**src/rtl/branch_resolver_pkg.sv**
```systemverilog
// Shared types and constants for the branch resolver and its prediction queue.
package branch_resolver_pkg;

    localparam int QDEPTH = 4;
    localparam int PTR_W  = $clog2(QDEPTH);
    localparam int CNT_W  = $clog2(QDEPTH + 1);

    localparam logic [1:0] FLUSH_CYCLES = 2'd2;

    localparam logic [1:0] RT_TK   = 2'b01;
    localparam logic [1:0] RT_NT   = 2'b00;
    localparam logic [1:0] RT_NONE = 2'b10;

    typedef enum logic {
        ST_NORMAL = 1'b0,
        ST_FLUSH  = 1'b1
    } state_t;

    typedef struct packed {
        logic [31:0] pc;
        logic        pred_taken;
        logic [31:0] pred_pc;
        logic [4:0]  index;
    } pred_entry_t;

    function automatic logic [15:0] sat_inc(input logic [15:0] v);
        return (v == 16'hFFFF) ? v : v + 16'd1;
    endfunction

endpackage

```
**src/rtl/pred_fifo.sv**
```systemverilog
// In-flight prediction queue: 4 x 70-bit FIFO, head readable combinationally.
// Push is ignored when full and pop when empty; clear empties it at the next edge.
module pred_fifo
    import branch_resolver_pkg::*;
(
    input  logic             clk,
    input  logic             reset,
    input  logic             clear_i,
    input  logic             push_i,
    input  pred_entry_t      push_dat_i,
    input  logic             pop_i,
    output pred_entry_t      head_dat_o,
    output logic [CNT_W-1:0] count_o
);

    pred_entry_t      mem_q [QDEPTH];
    logic [PTR_W-1:0] wr_ptr_q, rd_ptr_q;
    logic [CNT_W-1:0] count_q;
    logic             do_push, do_pop;

    // A full queue refuses the push even when a pop frees a slot that cycle.
    assign do_push = push_i && (count_q != CNT_W'(QDEPTH));
    assign do_pop  = pop_i && (count_q != '0);

    always_ff @(posedge clk) begin
        if (reset || clear_i) begin
            wr_ptr_q <= '0;
            rd_ptr_q <= '0;
            count_q  <= '0;
        end else begin
            if (do_push) wr_ptr_q <= wr_ptr_q + PTR_W'(1);
            if (do_pop)  rd_ptr_q <= rd_ptr_q + PTR_W'(1);
            count_q <= count_q + CNT_W'(do_push) - CNT_W'(do_pop);
        end
    end

    always_ff @(posedge clk) begin
        if (do_push) mem_q[wr_ptr_q] <= push_dat_i;
    end

    assign head_dat_o = mem_q[rd_ptr_q];
    assign count_o    = count_q;

endmodule

```
**src/rtl/branch_resolver.sv**
```systemverilog
// Matches resolved instructions against queued predictions; BTB/redirect outputs registered, 1 cycle after pop.
// Fetch stalls on fifo_full; a mispredict clears the queue and holds both sides off for the FLUSH window.
module branch_resolver
    import branch_resolver_pkg::*;
(
    input  logic        clk,
    input  logic        reset,
    input  logic        f_valid,
    input  logic [31:0] f_pc,
    input  logic        f_pred_taken,
    input  logic [31:0] f_pred_pc,
    input  logic [4:0]  f_index,
    input  logic        r_valid,
    input  logic        r_is_branch,
    input  logic        r_taken,
    input  logic [31:0] r_target,
    output logic        fifo_full,
    output logic        btb_update,
    output logic [4:0]  write_index,
    output logic [31:0] tag_write,
    output logic [31:0] real_pc,
    output logic [1:0]  real_taken,
    output logic        redirect,
    output logic [31:0] redirect_pc,
    output logic        flush,
    output logic [15:0] branch_cnt,
    output logic [15:0] mispredict_cnt,
    output logic        err
);

    state_t           state_q;
    logic [1:0]       flush_cnt_q;
    pred_entry_t      head;
    pred_entry_t      push_dat;
    logic [CNT_W-1:0] count;
    logic             normal, pop, push, mispredict;
    logic [31:0]      actual_next;
    logic             unused_pred_taken;

    assign normal      = (state_q == ST_NORMAL);
    assign fifo_full   = (count == CNT_W'(QDEPTH));
    assign pop         = r_valid && normal && (count != '0);
    assign actual_next = (r_is_branch && r_taken) ? r_target : head.pc + 32'd4;
    assign mispredict  = pop && (actual_next != head.pred_pc);
    // A push racing a mispredict belongs to the wrong path, so it is dropped.
    assign push        = f_valid && !fifo_full && normal && !mispredict;
    assign push_dat    = '{pc: f_pc, pred_taken: f_pred_taken, pred_pc: f_pred_pc, index: f_index};
    assign unused_pred_taken = head.pred_taken;

    pred_fifo u_fifo (
        .clk        (clk),
        .reset      (reset),
        .clear_i    (mispredict),
        .push_i     (push),
        .push_dat_i (push_dat),
        .pop_i      (pop),
        .head_dat_o (head),
        .count_o    (count)
    );

    always_ff @(posedge clk) begin
        if (reset) begin
            state_q        <= ST_NORMAL;
            flush_cnt_q    <= '0;
            btb_update     <= 1'b0;
            write_index    <= '0;
            tag_write      <= '0;
            real_pc        <= '0;
            real_taken     <= RT_NONE;
            redirect       <= 1'b0;
            redirect_pc    <= '0;
            flush          <= 1'b0;
            branch_cnt     <= '0;
            mispredict_cnt <= '0;
            err            <= 1'b0;
        end else begin
            btb_update <= 1'b0;
            real_taken <= RT_NONE;
            redirect   <= 1'b0;
            // Lags the state by one cycle, so flush spans the redirect cycle plus the FLUSH window.
            flush      <= mispredict || (state_q == ST_FLUSH);

            if (pop) begin
                write_index <= head.index;
                tag_write   <= head.pc;
                real_pc     <= r_target;
                if (r_is_branch) begin
                    btb_update <= r_taken;
                    real_taken <= r_taken ? RT_TK : RT_NT;
                    branch_cnt <= sat_inc(branch_cnt);
                end
            end

            if (mispredict) begin
                redirect       <= 1'b1;
                redirect_pc    <= actual_next;
                mispredict_cnt <= sat_inc(mispredict_cnt);
            end

            if (r_valid && normal && (count == '0)) err <= 1'b1;

            case (state_q)
                ST_NORMAL: begin
                    if (mispredict) begin
                        state_q     <= ST_FLUSH;
                        flush_cnt_q <= '0;
                    end
                end
                ST_FLUSH: begin
                    if (flush_cnt_q == FLUSH_CYCLES - 2'd1) state_q <= ST_NORMAL;
                    else flush_cnt_q <= flush_cnt_q + 2'd1;
                end
                default: state_q <= ST_NORMAL;
            endcase
        end
    end

endmodule

```
**config.mk**
```make
export PLATFORM = sky130hd
export DESIGN_NAME = branch_resolver
export DESIGN_NICKNAME = d
export VERILOG_FILES = /design/src/rtl/branch_resolver_pkg.sv /design/src/rtl/pred_fifo.sv /design/src/rtl/branch_resolver.sv
export SDC_FILE = /design/constraint.sdc
export NUM_CORES = 1
export LEC_CHECK = 0
export BUFFER_PORTS_ARGS = -buffer_cell sky130_fd_sc_hd__buf_2
export CORE_MARGIN = 2
export CORE_UTILIZATION = 50
export DETAILED_ROUTE_END_ITERATION = 8
export PLACE_DENSITY = 0.8
export SYNTH_ARGS = -nofsm -noshare
export SYNTH_HDL_FRONTEND = slang
export SYNTH_HIERARCHICAL = 1
export SYNTH_SLANG_ARGS = --single-unit
export TNS_END_PERCENT = 1
```
**constraint.sdc**
```tcl
create_clock -name clk -period 6.23 [get_ports clk]
set_input_delay 1.246 -clock clk [delete_from_list [all_inputs] [get_ports clk]]
set_output_delay 1.246 -clock clk [all_outputs]
set_load 0.05 [all_outputs]
```
==> results_dict.tcl <==
set metrics [dict create \
    start_kind "register" \
    io-pin-count 248 \
    final_layout_size_suffix_gt1_frac 0.274 \
    worst_pin_slew_ps 1000 \
    via_per_inst 5.92 \
    die_width_um 195 \
    syn_area_um2 18300 \
    grtUsageMet2 0.425 \
    place_ws_ps 268 \
    syn2layout_area_growth_pct 18.8 \
    finalInstanceArea_um2 21800 \
    postRouteAntennaNets 0 \
    cts_tree "yes" \
    timing.rr.end "u_fifo/count_o[2]$_SDFF_PP0_" \
    hold_start "real_pc[31]$_SDFFE_PP0P_" \
    status "finished, final reports clean" \
    worstPathArrival_ps 6450 \
    hold_class "register to register" \
    die_y_um 195 \
    routabilityCongestion 0.918 \
    core_um2 36300 \
    wire_per_inst_um 23.4 \
    period_needed_ps 5990 \
    synth_nets 1558 \
    numCtsBuffers 43 \
    drv_slew 0 \
    grt_usage 0.266 \
    powerDensity_nw_per_um2 450 \
    start_util 0.504 \
    period_share 0.961 \
    globalRouteOverflowTotal 0 \
    synth.avg_cell_area_um2 12.7 \
    clock_skew_ps 22.2 \
    syn_inst 1439 \
    max-cap-violations 0 \
    vias 13010 \
    worstHoldEndpoint "real_pc[31]$_SDFFE_PP0P_" \
    cts_max_level 2 \
    drtIter0Drc 1238 \
    cts_num_sinks 426 \
    worstPathRequired_ps 6690 \
    p_leak_nw 7.86 \
    min_path_cells 2 \
    gr-usage-met3 0.0580 \
    dpl.hpwl_mm 35.5 \
    fmax_mhz 167 \
    clk_pin_slew_worst_paths_ps 60 \
    root_buffer "clkbuf_16" \
    worst_slack_ps 245 \
    path_class "register to register" \
    busiest_layer "met2" \
    cts_buffer_depth 3 \
    cts_hold_buf 0 \
    routed_wl_mm 51.4 \
    path_max_fanout 13 \
    grt_pass1_wl_mm 76.7 \
    insertion_delay_ps 570 \
    die_area_um2 38200 \
    grt.met1_usage 0.375 \
    antenna_found_initial 4 \
    ir_drop_mv 0.322 \
    firstDrtPassIters 6 \
    synth_warnings 6 \
    relSlewSlack 0.333 \
    place_area_um2 20200 \
    drc 0 \
    finalCoreUtilization 0.599 \
    fp-row-count 70 \
    rsz0062_at_grt "false" \
    hold_viol_final 0 \
    nets 1812 \
    finalSetupTns_ps 0 \
    finalSetupViolCount 0 \
    grt_pass1_vias 12518 \
    cp-end-kind "register" \
    port_buffers 246 \
    r2r_slack_ps 240 \
    r2r_cells 20 \
    grt_max_degree 85 \
]
==> cells in the final DEF (no fill, tap or decap), drive strengths merged, types with 6 or more instances in the layout <==
cell	n
and3	18
nor2b	9
a311oi	6
edfxtp	276
o21ai	38
o31ai	8
dfxtp	150
a31oi	8
xor2	35
a21oi	111
and4	9
ha	10
a211o	8
clkbuf	65
xnor2	32
nor3	25
nand2b	25
clkinv	8
o2111ai	9
mux4	69
or3	16
nand2	200
a211oi	18
nor4	12
inv	26
or4	19
nor2	68
nand3	37
buf	305
nand4	23
mux2i	16
==> flip-flops by register name, indices dropped and copies added, names as in the netlist, 2 cells and up, named ones only <==
| register | flops |
|---|---|
| u_fifo/mem_q | 276 |
| real_pc | 32 |
| redirect_pc | 32 |
| tag_write | 32 |
| branch_cnt | 16 |
| mispredict_cnt | 16 |
| write_index | 5 |
| u_fifo/count_o | 3 |
| flush_cnt_q | 2 |
| real_taken | 2 |
| u_fifo/rd_ptr_q | 2 |
| u_fifo/wr_ptr_q | 2 |
==> final cells by class <==
cell class                 count  area [µm²]
fill                        2771       14600
clock buffer                  65        1330
inverter                      26        98.8
tap                          468         586
timing repair buffer         305        1790
clock inverter                14         180
multi-input combinational    891        6480
sequential                   426       11300
antenna                        3        7.51
==> per-stage QoR <==
step	power, mW	hold slack, ps	cells
6_report	9.81	452	2198
5_1_grt	10.2	473	2196
4_1_cts	9.81	454	2189
3_5_place_dp	7.10	443	2110
3_3_place_gp	7.02	438	2110
2_1_floorplan	6.05	469	1439
==> where the power goes <==
| part | leakage (nW) | switching, mW | internal (mW) |
|---|---|---|---|
| Combinational | 3.39 | 2.36 | 1.02 |
| Clock | 0.740 | 1.06 | 1.64 |
| Sequential | 3.74 | 0.181 | 3.54 |
| Total | 7.86 | 3.60 | 6.21 |
==> timing repair <==
item,4_1_cts,5_1_grt
endpoints found under the setup margin,0,1
resized for setup,0,3
buffers inserted,0,6
==> critical path, stage by stage (launching register included) <==
cell,delay [ps]
dfxtp_4,430
buf_12,190
mux4_2,460
nand4_2,220
or4_1,520
or4_4,590
and3b_1,200
o41ai_2,440
o2111ai_1,290
or4b_4,640
a21oi_1,200
and3b_1,230
nand2_2,90
ha_1,300
inv_1,60
ha_1,140
inv_1,50
fa_1,380
xnor2_1,160
xnor2_1,130
and2_1,160
==> worst max-delay path by stage <==
stage | cells past startpoint | start | to | slack, ps
2_1_floorplan | 15 | register | u_fifo/mem_q[1][0]$_DFFE_PP_ | -90
3_3_place_gp | 21 | register | u_fifo/count_o[2]$_SDFF_PP0_ | 270
3_5_place_dp | 21 | register | u_fifo/count_o[2]$_SDFF_PP0_ | 270
4_1_cts | 21 | register | u_fifo/count_o[2]$_SDFF_PP0_ | 220
5_1_grt | 20 | register | u_fifo/count_o[2]$_SDFF_PP0_ | 30
6_report | 20 | register | u_fifo/count_o[2]$_SDFF_PP0_ | 240
==> layer usage <==
layer  routed length, µm  share of wire  vias to the layer above
li1                    -              -                     5904
met1               21200           0.41                     6401
met5                  13        0.00025                        -
met2               24400           0.48                      630
met3                4680          0.091                       73
met4                1040          0.020                        2
No activity file was read; power rests on OpenSTA's default activity.
